--- src/rtl/uart_rx_if.sv ---
`default_nettype none
// ============================================================================
// Module      : uart_rx_if
// Description : Receive-side handshake bundle for uart_rx. The master drives
//               the received byte and its valid flag; the slave (consumer)
//               answers with ready.
// Revision    : 1.0 - initial release
// ============================================================================
interface uart_rx_if;
    logic [7:0] rx_data;
    logic       rx_valid;
    logic       rx_ready;

    modport master (
        output rx_data,
        output rx_valid,
        input  rx_ready
    );

    modport slave (
        input  rx_data,
        input  rx_valid,
        output rx_ready
    );
endinterface
`default_nettype wire

--- src/rtl/uart_rx.sv ---
`default_nettype none
// ============================================================================
// Module      : uart_rx
// Description : 16x oversampling UART receiver with a valid/ready output
//               holding register, framing-error and overrun-error pulses.
// Revision    : 1.0 - initial release
// ============================================================================
module uart_rx #(
    parameter int DATA_BITS = 8
) (
    input  wire        clk,
    input  wire        rst_n,
    input  wire        rx_in,
    input  wire [15:0] baud_div,
    uart_rx_if.master  rx_bus,
    output logic       rx_busy,
    output logic       frame_err,
    output logic       overrun_err
);

    typedef enum logic [2:0] {
        ST_IDLE      = 3'd0,
        ST_START     = 3'd1,
        ST_DATA      = 3'd2,
        ST_STOP      = 3'd3,
        ST_WAIT_HIGH = 3'd4
    } state_t;

    localparam logic [2:0] c_LAST_BIT = 3'(DATA_BITS - 1);
    localparam logic [3:0] c_MID_TICK = 4'd7;
    localparam logic [3:0] c_END_TICK = 4'd15;

    state_t               r_state;
    logic [15:0]          r_baud_div;
    logic [15:0]          r_div_cnt;
    logic [3:0]           r_tick_cnt;
    logic [2:0]           r_bit_cnt;
    logic [DATA_BITS-1:0] r_shift;

    logic                 w_tick;
    logic                 w_bit_end;
    logic                 w_done;
    logic [7:0]           w_data_ext;

    // The divider uses the rate latched at start detection, so the live
    // baud_div input cannot disturb a frame in flight.
    assign w_tick    = (r_div_cnt == r_baud_div);
    assign w_bit_end = w_tick && (r_tick_cnt == c_END_TICK);
    assign w_done    = (r_state == ST_STOP) && w_bit_end && rx_in;
    assign rx_busy   = (r_state != ST_IDLE);

    // Zero-extend the assembled frame to the 8-bit output bus.
    always_comb begin
        w_data_ext                  = '0;
        w_data_ext[DATA_BITS-1:0]   = r_shift;
    end

    // Oversample tick divider: held at zero while idle, restarts every tick.
    always_ff @(posedge clk or negedge rst_n) begin
        if (!rst_n) begin
            r_div_cnt <= '0;
        end else if ((r_state == ST_IDLE) || w_tick) begin
            r_div_cnt <= '0;
        end else begin
            r_div_cnt <= r_div_cnt + 16'd1;
        end
    end

    // Receive FSM: start qualification at mid-bit, LSB-first data capture,
    // stop-bit check and recovery from a stuck-low line.
    always_ff @(posedge clk or negedge rst_n) begin
        if (!rst_n) begin
            r_state    <= ST_IDLE;
            r_baud_div <= '0;
            r_tick_cnt <= '0;
            r_bit_cnt  <= '0;
            r_shift    <= '0;
            frame_err  <= 1'b0;
        end else begin
            frame_err <= 1'b0;
            case (r_state)
                ST_IDLE: begin
                    r_tick_cnt <= '0;
                    r_bit_cnt  <= '0;
                    if (!rx_in) begin
                        r_baud_div <= baud_div;
                        r_state    <= ST_START;
                    end
                end
                ST_START: begin
                    if (w_tick) begin
                        if (r_tick_cnt == c_MID_TICK) begin
                            r_tick_cnt <= '0;
                            r_state    <= rx_in ? ST_IDLE : ST_DATA;
                        end else begin
                            r_tick_cnt <= r_tick_cnt + 4'd1;
                        end
                    end
                end
                ST_DATA: begin
                    if (w_tick) begin
                        // 4-bit counter wraps to 0 after the 16th tick
                        r_tick_cnt <= r_tick_cnt + 4'd1;
                        if (r_tick_cnt == c_END_TICK) begin
                            if (DATA_BITS > 1) begin
                                r_shift <= {rx_in, r_shift[DATA_BITS-1:1]};
                            end else begin
                                r_shift <= rx_in;
                            end
                            if (r_bit_cnt == c_LAST_BIT) begin
                                r_bit_cnt <= '0;
                                r_state   <= ST_STOP;
                            end else begin
                                r_bit_cnt <= r_bit_cnt + 3'd1;
                            end
                        end
                    end
                end
                ST_STOP: begin
                    if (w_tick) begin
                        r_tick_cnt <= r_tick_cnt + 4'd1;
                        if (r_tick_cnt == c_END_TICK) begin
                            if (rx_in) begin
                                r_state <= ST_IDLE;
                            end else begin
                                frame_err <= 1'b1;
                                r_state   <= ST_WAIT_HIGH;
                            end
                        end
                    end
                end
                ST_WAIT_HIGH: begin
                    if (rx_in) begin
                        r_state <= ST_IDLE;
                    end
                end
                default: begin
                    r_state <= ST_IDLE;
                end
            endcase
        end
    end

    // Output holding register: a completed byte is loaded when the register
    // is free or being emptied this cycle; otherwise it is dropped and an
    // overrun is flagged.
    always_ff @(posedge clk or negedge rst_n) begin
        if (!rst_n) begin
            rx_bus.rx_data  <= '0;
            rx_bus.rx_valid <= 1'b0;
            overrun_err     <= 1'b0;
        end else begin
            overrun_err <= 1'b0;
            if (rx_bus.rx_valid && rx_bus.rx_ready) begin
                rx_bus.rx_valid <= w_done;
                if (w_done) begin
                    rx_bus.rx_data <= w_data_ext;
                end
            end else if (w_done) begin
                if (rx_bus.rx_valid) begin
                    overrun_err <= 1'b1;
                end else begin
                    rx_bus.rx_data  <= w_data_ext;
                    rx_bus.rx_valid <= 1'b1;
                end
            end
        end
    end

endmodule
`default_nettype wire

--- src/flat_wrapper.sv ---
// flat-port wrapper written by rule: the top's interface ports become plain ports
module uart_rx_flat 
#(
    parameter int DATA_BITS = 8
)
  (clk, rst_n, rx_in, baud_div, rx_busy, frame_err, overrun_err, rx_bus_rx_data, rx_bus_rx_valid, rx_bus_rx_ready);
  uart_rx_if rx_bus_i ();
  input  wire clk;
  input  wire rst_n;
  input  wire rx_in;
  input  wire [15:0] baud_div;
  output logic rx_busy;
  output logic frame_err;
  output logic overrun_err;
  output wire logic [$bits(rx_bus_i.rx_data)-1:0] rx_bus_rx_data;
  output wire logic [$bits(rx_bus_i.rx_valid)-1:0] rx_bus_rx_valid;
  input wire logic [$bits(rx_bus_i.rx_ready)-1:0] rx_bus_rx_ready;
  assign rx_bus_rx_data = rx_bus_i.rx_data;
  assign rx_bus_rx_valid = rx_bus_i.rx_valid;
  assign rx_bus_i.rx_ready = rx_bus_rx_ready;
  uart_rx #(.DATA_BITS(DATA_BITS)) u_core (.clk(clk), .rst_n(rst_n), .rx_in(rx_in), .baud_div(baud_div), .rx_bus(rx_bus_i), .rx_busy(rx_busy), .frame_err(frame_err), .overrun_err(overrun_err));
endmodule
--- config.mk ---
export PLATFORM = sky130hd
export DESIGN_NAME = uart_rx_flat
export DESIGN_NICKNAME = d
export VERILOG_FILES = /design/src/rtl/uart_rx_if.sv /design/src/rtl/uart_rx.sv /design/src/flat_wrapper.sv
export SDC_FILE = /design/constraint.sdc
export NUM_CORES = 1
export LEC_CHECK = 0
export ABC_AREA = 1
export CORE_MARGIN = 4
export CORE_UTILIZATION = 55
export CTS_CLUSTER_SIZE = 28
export DETAILED_ROUTE_END_ITERATION = 16
export HOLD_SLACK_MARGIN = 0.12
export PLACE_DENSITY = 0.87
export SYNTH_ARGS = -nofsm -noshare
export SYNTH_HDL_FRONTEND = slang
export SYNTH_SLANG_ARGS = --single-unit
export TNS_END_PERCENT = 10
--- constraint.sdc ---
create_clock -name clk -period 1.7 [get_ports clk]
set_input_delay 0.255 -clock clk [delete_from_list [all_inputs] [get_ports clk]]
set_output_delay 0.255 -clock clk [all_outputs]
set_load 0.1 [all_outputs]
* After elaboration in Yosys (flattened, before gate mapping)
Index checks and enable logic that the tools add are counted.
** Storage, ports and cells
- Register bits :: 61
- Input bits :: 20
- Output and inout bits :: 12
- Word-level logic and storage cells :: 84
** Operators by class
- Add/sub/neg operators :: 3
- Equal/unequal tests :: 19
- Mux-type cells :: 34
- Bitwise operators :: 1
- Reductions and logical operators :: 17
** Operators with widths (number)
- 3-bit 2-to-1 mux :: 13
- 8-bit 2-to-1 mux :: 4
- 16-bit by 1-bit adder with 16-bit output (second input constant) :: 1
- 16-bit equality test :: 1
- 16-bit 2-to-1 mux :: 1
- 2-bit by 1-bit != test with 1-bit output (second input constant) :: 8
- 3-bit one-hot mux with 5 select lines :: 1
- 4-bit 2-to-1 mux :: 3
- 4-bit one-hot mux with 3 select lines :: 1
- 1-bit 2-to-1 mux :: 9
- 3-bit AND reduction :: 3
- 9-bit AND reduction :: 1
- 3-bit by 2-bit equality test with 1-bit output (second input constant) :: 2
- 3-bit equality test (second input constant) :: 2
- 2-bit != test (second input constant) :: 3
- 3-bit one-hot mux with 2 select lines :: 1
- 3-bit nonzero test :: 2
- 4-bit by 1-bit adder with 4-bit output (second input constant) :: 1
- 4-bit by 3-bit equality test with 1-bit output (second input constant) :: 1
- 4-bit equality test (second input constant) :: 1
- 1-bit logical AND :: 4
- 2-bit AND reduction :: 2
- 2-bit nonzero test :: 2
- 3-bit by 1-bit adder with 3-bit output (second input constant) :: 1
- 6 further kinds :: 6

* Depth between registers and ports, before layout
- Depth after elaboration :: 6
- Gate-level depth with buffers :: 12
- Mapped depth without buffers :: 11

* Least setup slack after synthesis
No wires, ideal clock.
- Path type :: reg-to-reg
- Start :: register u_core.r_state[0]
- End :: register u_core.r_baud_div[0]
- Library setup time :: 0.078 ns
- Arrival :: 1.832 ns
- Data required time :: 1.622 ns
- Setup slack :: -0.209 ns
- Stages on the path, launching flop included :: 8
- Path buffers :: 1
- Clock period less this slack :: 1.909 ns
- Path through :: dfrtp_1 -> nor2_1 -> nand2_1 -> inv_1 -> nand2_1 -> buf_1 -> nor2_1 -> a21oi_1
** On the way
- Word-level cells in the longest chain between the ends :: 2
** Ends and longest elaborated chain
- start, declared :: line uart_rx.sv:33 : state_t r_state;
- start signal, assigned :: line uart_rx.sv:94 : r_state <= rx_in ? ST_IDLE : ST_DATA;
- 3-bit zero test :: line uart_rx.sv:81 : case (r_state)
- 2-bit AND reduction (no source line)
- end signal, assigned :: line uart_rx.sv:86 : r_baud_div <= baud_div;
- end, declared :: line uart_rx.sv:34 : logic [15:0] r_baud_div;
Every way passes these cells.
A chain may end at the register's enable or synchronous reset.

* Worst setup path after layout
- Start :: register u_core.r_div_cnt[4]
- End :: register u_core.r_shift[3]
** On the way
- Word-level cells in the longest chain between the ends :: 2
** Ends and longest elaborated chain
- start, declared :: line uart_rx.sv:35 : logic [15:0] r_div_cnt;
- start signal, assigned :: line uart_rx.sv:65 : r_div_cnt <= r_div_cnt + 16'd1;
- 16-bit equality test :: line uart_rx.sv:47 : assign w_tick = (r_div_cnt == r_baud_div);
- 3-bit AND reduction (no source line)
- end signal, assigned :: line uart_rx.sv:106 : r_shift <= {rx_in, r_shift[DATA_BITS-1:1]};
- end signal, assigned :: line uart_rx.sv:108 : r_shift <= rx_in;
- end, declared :: line uart_rx.sv:38 : logic [DATA_BITS-1:0] r_shift;
Every way passes these cells.

==> impl_metrics.py <==
metrics = {
    "timing": {
        "fmax_ghz": 0.569,
        "fin_crit_sh": 1.03,
        "setup_viol_count_final": 9,
        "tightest_slew_ns": 0.469,
        "layout_setup_ws_ns": -0.0584,
        "slew-limit-headroom": 0.687,
        "slew_viol_final": 0,
        "hold_viol_final": 0,
        "rsz0062_at_grt": "true",
        "min_period_ns": 1.76,
        "hold-worst-slack_ns": 0.393,
        "fin_worst_skew_ns": 0.00924,
    },
    "power": {
        "clkPwrFrac": 0.290,
        "power_frac_comb": 0.340,
        "p_int_uw": 3350,
        "powerDensity_nw_per_um2": 1330,
        "power_frac_seq": 0.369,
        "leakage_uw": 0.00205,
        "p_total_uw": 5330,
        "switching_share": 0.371,
        "switchingPower_uw": 1980,
        "peakVddDrop_uv": 1280,
    },
    "placed_design": {
        "dpl_cell_area_sq_um": 3590,
        "dp.cells": 498,
        "hpwl_microns": 4940,
        "dp_slack_ns": -0.0493,
        "io_buffers": 31,
        "gp_congestion": 0.947,
    },
    "detailed_routing": {
        "ant_nets": 0,
        "viasPerCell": 5.45,
        "wl_microns": 7730,
        "drc": 0,
        "drt_pass1_iterations": 5,
        "drt_iter0_drc": 273,
        "via_count": 2824,
        "wl_per_cell_microns": 14.9,
    },
    "synthesis": {
        "netlist.area_leader.share": 0.509,
        "synth-main-ff-cell": "dfrtp_1",
        "synth_enable_flop_cells": 0,
        "synth_seq_cells": 61,
        "yosys-top-cells-count": "nand2_1 (132), dfrtp_1 (61), nor2_1 (48), inv_1 (45), a21oi_1 (25)",
        "synth.avg_cell_area_sq_um": 7.61,
        "ys_seq_area_frac": 0.509,
        "synth_area_leader_cell": "dfrtp_1",
        "async_reset_ff_frac": 1.00,
        "syn-cell-area_sq_um": 3000,
        "yosysMostFrequentCell": "nand2_1",
        "ys_types": 24,
        "ys_top_cells_by_area": "dfrtp_1 (51%), nand2_1 (17%), nor2_1 (6.0%)",
        "ys_warn_count": 0,
        "synth_cells": 394,
        "syn_nets": 418,
    },
    "final_layout": {
        "drive_above_1_share": 0.199,
        "area_delta_synth_final_pct": 33.5,
        "final_cells": 518,
        "antennaDiodeCount": 0,
        "layout.nets": 467,
        "design_area_sq_um": 4010,
    },
    "global_routing": {
        "grt_usage": 0.239,
        "grt_max_degree": 33,
        "grt_pass1_vias": 2779,
        "grt_pass1_wl_microns": 12100,
        "grt_remaining_overflow": 0,
        "antenna_found_initial": 0,
    },
    "floorplanning": {
        "die_h_microns": 81.8,
        "core_area_sq_um": 5200,
        "num_io_pins": 32,
        "die-area_sq_um": 6700,
        "std_cell_rows": 26,
        "start_util": 0.576,
        "die_x_microns": 81.8,
    },
    "critical_path": {
        "crit_chain": "inv_2 -> nand2_1 -> nand2_1 -> nor2_2 -> nand2_2 -> nor2_4 -> nand3b_4 -> clkinv_4 -> buf_4 -> nand3_1 -> nand2_1",
        "start_kind": "flip-flop",
        "r2r_slack_ns": -0.06,
        "crit_path_end_kind": "flip-flop",
        "cp_max_fo": 9,
        "critPathArrivalTime_ns": 2.05,
        "max_stage_delay_ns": 0.43,
        "required_ns": 1.99,
        "crit_top_cell": "nand2_1",
        "path_buf_inv": 3,
        "crit_family": "simple AND/OR/NAND/NOR gates",
        "slowest_stage": "dfrtp_1",
        "critical_path_class": "reg -> reg",
    },
    "clock_network": {
        "worstSkewPairLatency_ns": 0.35,
        "clock-sinks": 61,
        "cts_made_buffers": 9,
        "htreeDepth": 3,
        "cts_tree": "built",
        "root_buffer": "clkbuf_8",
        "clk_path_buf_depth": 2,
        "path_clk_slew_ns": 0.07,
    },
    "flow_run": {
        "drv_cap": 0,
    },
    "hold_path": {
        "hold_class": "in -> async",
    },
    "status": {
        "violations": "negative setup slack",
        "outcome": "finished with violations",
    },
}
## logic make-up after synthesis
kind of cell               after synthesis  share of synthesized area
AOI/OAI and AO/OA                       41                     0.0709
xor gates and xnor gates                 3                    0.00876
adders and majority gates                4                     0.0167
buffers and inverters                   58                     0.0788
DFF                                     61                      0.509
and+or+nand+nor                        227                      0.316
## final timing paths
kind	start	endpoint	cells after the start
min	rst_n	u_core.r_baud_div[10]	2
max reg2reg	u_core.r_div_cnt[4]	u_core.r_shift[3]	11
min reg2reg	u_core.r_div_cnt[0]	u_core.r_div_cnt[0]	1
max	u_core.r_div_cnt[4]	u_core.r_shift[3]	11
max in group asynchronous	rst_n	u_core.r_shift[5]	3
min in group clk	baud_div[12]	u_core.r_baud_div[12]	3
## stage by stage
step                      TNS, ns   util
after global routing        -2.28  0.769
after global placement          0  0.689
after CTS                       0  0.740
after detailed placement  -0.0642  0.689
final                      -0.190  0.769
after floorplan                 0      -
## state kept, by name (all words and copies together) (netlist names)
| signal | count |
|---|---|
| u_core.frame_err | 1 |
| u_core.overrun_err | 1 |
| u_core.r_baud_div | 16 |
| u_core.r_bit_cnt | 3 |
| u_core.r_div_cnt | 16 |
| u_core.r_shift | 8 |
| u_core.r_state | 3 |
| u_core.r_tick_cnt | 4 |
| u_core.rx_bus.rx_data | 8 |
| u_core.rx_bus.rx_valid | 1 |
## final cells by class
type / count / area [sq um]
clock buffers: 13 / 179
clock inverters: 3 / 65.1
fillers: 327 / 1200
inverters: 50 / 193
multi-input cells: 275 / 1370
flip-flops and latches: 61 / 1530
well taps: 70 / 87.6
repair buffers: 46 / 582
## power groups by stage
stage	logic (uW)	clock network, uW	registers, uW
6_report	1810	1550	1970
5_1_grt	2000	1650	2000
4_1_cts	1630	1550	1950
3_5_place_dp	1600	0	1960
3_3_place_gp	1530	0	1940
2_1_floorplan	1140	0	1910
## per-layer routing
metal / track usage / wire length, microns
met1: 0.281 / 3050
met3: 0.0636 / 463
met4: 0.115 / 255
met5: 0 / 0
met2: 0.403 / 3960
## what timing repair did
action	CTS	global route
hold buffers	1	0
setup buffers	0	3
hold endpoints to repair	17	0
endpoints found under the setup margin	4	43
pin swaps	0	13
gates resized for setup	2	46
## cell usage in the layout (no fill, tap or decap), types with 8 or more instances in the layout
| cell type | synthesis | final |
|---|---|---|
| buf_4 | 1 | 10 |
| nor2_2 | 3 | 9 |
| nor3_1 | 9 | 9 |
| nor2_1 | 48 | 38 |
| nand3_1 | 20 | 18 |
| a21oi_1 | 25 | 25 |
| nand4_1 | 10 | 10 |
| inv_2 | 5 | 8 |
| nand2_1 | 132 | 120 |
| clkdlybuf4s50_1 | 0 | 18 |
| dfrtp_1 | 61 | 57 |
| buf_12 | 0 | 15 |
| o21ai_0 | 12 | 10 |
| inv_1 | 45 | 41 |
| nand2_2 | 1 | 9 |
| clkbuf_8 | 0 | 13 |
No activity file was read; power rests on OpenSTA's default activity.
==> RTL change 1 (same settings) <==
Reset style: synchronous (`rst_n`), changed in 3 clocked blocks.
--- a/src/rtl/uart_rx.sv
+++ b/src/rtl/uart_rx.sv
@@ -58,3 +58,3 @@
     // Oversample tick divider: held at zero while idle, restarts every tick.
-    always_ff @(posedge clk or negedge rst_n) begin
+    always_ff @(posedge clk) begin
         if (!rst_n) begin
@@ -70,3 +70,3 @@
     // stop-bit check and recovery from a stuck-low line.
-    always_ff @(posedge clk or negedge rst_n) begin
+    always_ff @(posedge clk) begin
         if (!rst_n) begin
@@ -146,3 +146,3 @@
     // overrun is flagged.
-    always_ff @(posedge clk or negedge rst_n) begin
+    always_ff @(posedge clk) begin
         if (!rst_n) begin
Formal check against the unedited RTL: differs if rst_n is asserted again (counterexample within 4 cycles, from zero or initial values and one cycle with rst_n low); with rst_n held inactive, the same outputs for 10 cycles.
==> RTL change 1 against the unedited design <==
The run still ends with negative setup slack left. First-iteration DRC count is 7.3% higher. Core utilization is 5.9 points higher. Synthesized cell count is 7.1% higher. Wire length is 10% higher. Die area is 4.7% lower. Fmax is 3.2% lower. Sequential cell count stayed put. Power is 5.3% lower. Via count is 9.8% higher. Setup slack worse by 0.058 ns. Synthesized area is 5.2% lower. Final area is 0.31% higher.
==> RTL change 1: results (changes against the unedited design) <==
- Outcome: finished, violations left (unchanged)
- Violated checks: negative setup slack (unchanged)
- Nets in the synthesized netlist: 446 (was 418)
- Met3 Track Usage GR: 7.56% (was 6.36%)
- Metal3 WL: 592 um (was 463 um)
- Number of setup violations in the final report: 22 (was 9)
- HPWL reported at the end of detailed placement: 4690 um (was 4940 um)
- Ys flop type: sky130_fd_sc_hd__dfxtp_1 (was sky130_fd_sc_hd__dfrtp_1)
- Setup WS post-layout: -0.116 ns (was -0.0584 ns)
- Post-Synth Adder-Cell Area: 1.76% (was 1.67%)
- Sequential Power: 1.80 mW (was 1.97 mW)
- Routed length on met1: 3340 um (was 3050 um)
- First DRT Iteration DRCs: 293 (was 273)
- Routed vias/inst: 5.56 (was 5.45)
- Post-synthesis sequential area ratio: 43.0% (was 50.9%)
- Post-DR wirelength/cell: 15.3 um (was 14.9 um)
- Number of nets at the end of the flow: 511 (was 467)
- Number of cells in the design after placement: 531 (was 498)
- Leading post-synthesis cells by instance count: sky130_fd_sc_hd__nand2_1 (103), sky130_fd_sc_hd__nor2_1 (73), sky130_fd_sc_hd__dfxtp_1 (61), sky130_fd_sc_hd__inv_1 (53), sky130_fd_sc_hd__a21oi_1 (33) (was sky130_fd_sc_hd__nand2_1 (132), sky130_fd_sc_hd__dfrtp_1 (61), sky130_fd_sc_hd__nor2_1 (48), sky130_fd_sc_hd__inv_1 (45), sky130_fd_sc_hd__a21oi_1 (25))
- Number of distinct library cells after synthesis: 27 (was 24)
- Pre-CTS setup slack: -0.171 ns (was -0.0493 ns)
- Peak ir drop on the vdd network: 829 uV (was 1280 uV)
- Share of the synthesized netlist area taken by xor and xnor gates: 0.924% (was 0.876%)
- Met2 global-route usage: 39.9% (was 40.3%)
- Worst hold slack after final layout: 0.472 ns (was 0.393 ns)
- Number of global-route vias before repair: 2818 (was 2779)
- Met1 Usage GRT: 27.0% (was 28.1%)
- Met2 routed WL: 4220 um (was 3960 um)
- Number of standard cells in the final layout excluding fillers: 558 (was 518)
- Setup slack on the worst flop-to-flop path: -0.12 ns (was -0.06 ns)
- Worst setup path end: u_core.r_state[2] (was u_core.r_shift[3])
- Leading cell types by total area after synthesis: sky130_fd_sc_hd__dfxtp_1 (43%), sky130_fd_sc_hd__nand2_1 (14%), sky130_fd_sc_hd__nor2_1 (9.6%), sky130_fd_sc_hd__inv_1 (7.0%), sky130_fd_sc_hd__a21oi_1 (5.8%) (was sky130_fd_sc_hd__dfrtp_1 (51%), sky130_fd_sc_hd__nand2_1 (17%), sky130_fd_sc_hd__nor2_1 (6.0%), sky130_fd_sc_hd__inv_1 (5.6%), sky130_fd_sc_hd__a21oi_1 (4.2%))
- Mean cell area of the mapped netlist: 6.74 sq um (was 7.61 sq um)
## RTL change 1: changes by cell type after synthesis, sizes merged, moves of 2 or more
cell | before | now
dfrtp | 61 | 0
dfxtp | 0 | 61
nand2 | 133 | 106
nor2 | 51 | 77
o21ai | 14 | 32
nand3 | 22 | 11
inv | 50 | 60
a21oi | 26 | 33
clkbuf | 3 | 6
nand4 | 10 | 7
nor4 | 0 | 3
buf | 5 | 3
## RTL change 1: layout make-up
| class | instances | area, sq um | share of cell area, % |
|---|---|---|---|
| multi-input combinational | 293 | 1550 | 38.6 |
| sequential | 61 | 1260 | 31.3 |
| timing repair buffer | 62 | 679 | 16.9 |
| tap | 67 | 83.8 | 2.09 |
| clock inverter | 5 | 75.1 | 1.87 |
| inverter | 60 | 231 | 5.76 |
| clock buffer | 10 | 138 | 3.43 |
## RTL change 1: timing repair
action | in CTS | in global routing
pin swaps | 1 | 28
setup endpoints to repair | 16 | 37
gates resized for setup | 15 | 65
setup buffers | 0 | 11
gates cloned | 1 | 0
==> RTL change 2 (same settings) <==
Made on the original files. `DATA_BITS` is set to 8 in 2 places; all go to 7.
--- a/src/rtl/uart_rx.sv
+++ b/src/rtl/uart_rx.sv
@@ -8,3 +8,3 @@
 module uart_rx #(
-    parameter int DATA_BITS = 8
+    parameter int DATA_BITS = 7
 ) (
--- a/src/flat_wrapper.sv
+++ b/src/flat_wrapper.sv
@@ -3,3 +3,3 @@
 #(
-    parameter int DATA_BITS = 8
+    parameter int DATA_BITS = 7
 )
Formal check against the unedited RTL: no difference found for any inputs over 10 cycles, from zero or initial values and one cycle with rst_n low; that may be too few to reach the edited logic, so the function may still have changed.
==> RTL change 2 against the unedited design <==
Power fell by 5.7%. Critical endpoint is now u_core.r_div_cnt[4]. Global-route usage down 1.6 points. Largest power group unchanged. Clock power decreased by 15%. Setup slack improved by 0.044 ns. Largest cell class unchanged. Clock skew is 0.0022 ns higher. Sequential power fell by 2%. Final area fell by 2.5%. Sequential cell count decreased by 2. Synthesized area down 0.46%. Highest routed layer unchanged. Wire length down 0.78%. The run still ends with negative setup slack left.
==> RTL change 2: results (changes against the unedited design) <==
- Outcome: finished, violations left (unchanged)
- Violated checks: negative setup slack (unchanged)
- Number of distinct library cells after synthesis: 29 (was 24)
- Met1 Usage GRT: 24.3% (was 28.1%)
- Setup clock skew after layout: 0.0115 ns (was 0.00924 ns)
- Worst R2R Start: u_core.r_div_cnt[3] (was u_core.r_div_cnt[4])
- Number of global-route vias before repair: 2599 (was 2779)
- Leading post-synthesis cells by instance count: sky130_fd_sc_hd__nand2_1 (124), sky130_fd_sc_hd__dfrtp_1 (59), sky130_fd_sc_hd__nor2_1 (50), sky130_fd_sc_hd__inv_1 (42), sky130_fd_sc_hd__a21oi_1 (25) (was sky130_fd_sc_hd__nand2_1 (132), sky130_fd_sc_hd__dfrtp_1 (61), sky130_fd_sc_hd__nor2_1 (48), sky130_fd_sc_hd__inv_1 (45), sky130_fd_sc_hd__a21oi_1 (25))
- Number of inserted filler cells in the final layout: 309 (was 327)
- Leading cell types by total area after synthesis: sky130_fd_sc_hd__dfrtp_1 (49%), sky130_fd_sc_hd__nand2_1 (16%), sky130_fd_sc_hd__nor2_1 (6.3%), sky130_fd_sc_hd__inv_1 (5.3%), sky130_fd_sc_hd__a21oi_1 (4.2%) (was sky130_fd_sc_hd__dfrtp_1 (51%), sky130_fd_sc_hd__nand2_1 (17%), sky130_fd_sc_hd__nor2_1 (6.0%), sky130_fd_sc_hd__inv_1 (5.6%), sky130_fd_sc_hd__a21oi_1 (4.2%))
- Number of gates resized after cts: 0 (was 2)
- Share of the synthesized netlist area taken by xor and xnor gates: 1.17% (was 0.876%)
- HPWL reported at the end of detailed placement: 4660 um (was 4940 um)
- Fraction of final layout cells sized beyond drive strength 1: 19.5% (was 19.9%)
- Total routed wirelength: 7670 um (was 7730 um)
- Total negative slack: -0.0147 ns (was -0.190 ns)
- Number of setup violations in the final report: 1 (was 9)
- Largest fanout on the critical path: 7 (was 9)
- Nets in the synthesized netlist: 414 (was 418)
- Post-synthesis to final-layout area growth: 30.8% (was 33.5%)
- Detailed-route via count: 2866 (was 2824)
- Final weighted congestion in routability-driven placement: 0.901 (was 0.947)
- All-layer global routing usage: 22.2% (was 23.9%)
- Pre-CTS setup slack: 0.0183 ns (was -0.0493 ns)
- Compound-Gate Fraction of Synth Area: 6.66% (was 7.09%)
- Post-Synth Adder-Cell Area: 0.838% (was 1.67%)
- Met2 routed WL: 3900 um (was 3960 um)
- Routed length on met1: 3030 um (was 3050 um)
- Number of nets at the end of the flow: 466 (was 467)
- Worst setup path end: u_core.r_div_cnt[4] (was u_core.r_shift[3])
- Peak ir drop on the vdd network: 680 uV (was 1280 uV)
- Setup WS post-layout: -0.0147 ns (was -0.0584 ns)
- Met2 global-route usage: 39.8% (was 40.3%)
- First DRT Iteration DRCs: 281 (was 273)
- Number of buffer cells added on primary ports: 30 (was 31)
[RTL change 2: layout make-up]
type	count	share of cell area, %
clock buffers	12	4.23
clock inverters	2	0.897
inverters	52	5.32
multi-input cells	274	34.6
flip-flops and latches	59	38.0
well taps	70	2.24
repair buffers	48	14.6
[RTL change 2: stage by stage]
| stage | area, sq um | power, mW | std cells | utilization [%] | hold slack, ns |
|---|---|---|---|---|---|
| detailed placement | 3520 | 3.52 | 493 | 68.0 | 0.289 |
| global placement | 3520 | 3.43 | 493 | 68.0 | 0.278 |
| floorplan | 2990 | 3.02 | 392 | - | -0.0406 |
| finish | 3900 | 5.03 | 517 | 75.5 | 0.444 |
| global route | 3900 | 5.32 | 517 | 75.5 | 0.477 |
| CTS | 3730 | 4.86 | 508 | 72.1 | 0.466 |
[RTL change 2: report_power, final]
part           internal [mW]  total [mW]  switching (mW)  leakage, nW
combinational          0.630        1.78            1.15         1.11
sequential              1.69        1.93           0.235        0.753
clock                  0.778        1.32           0.541        0.104
total                   3.10        5.03            1.93         1.96
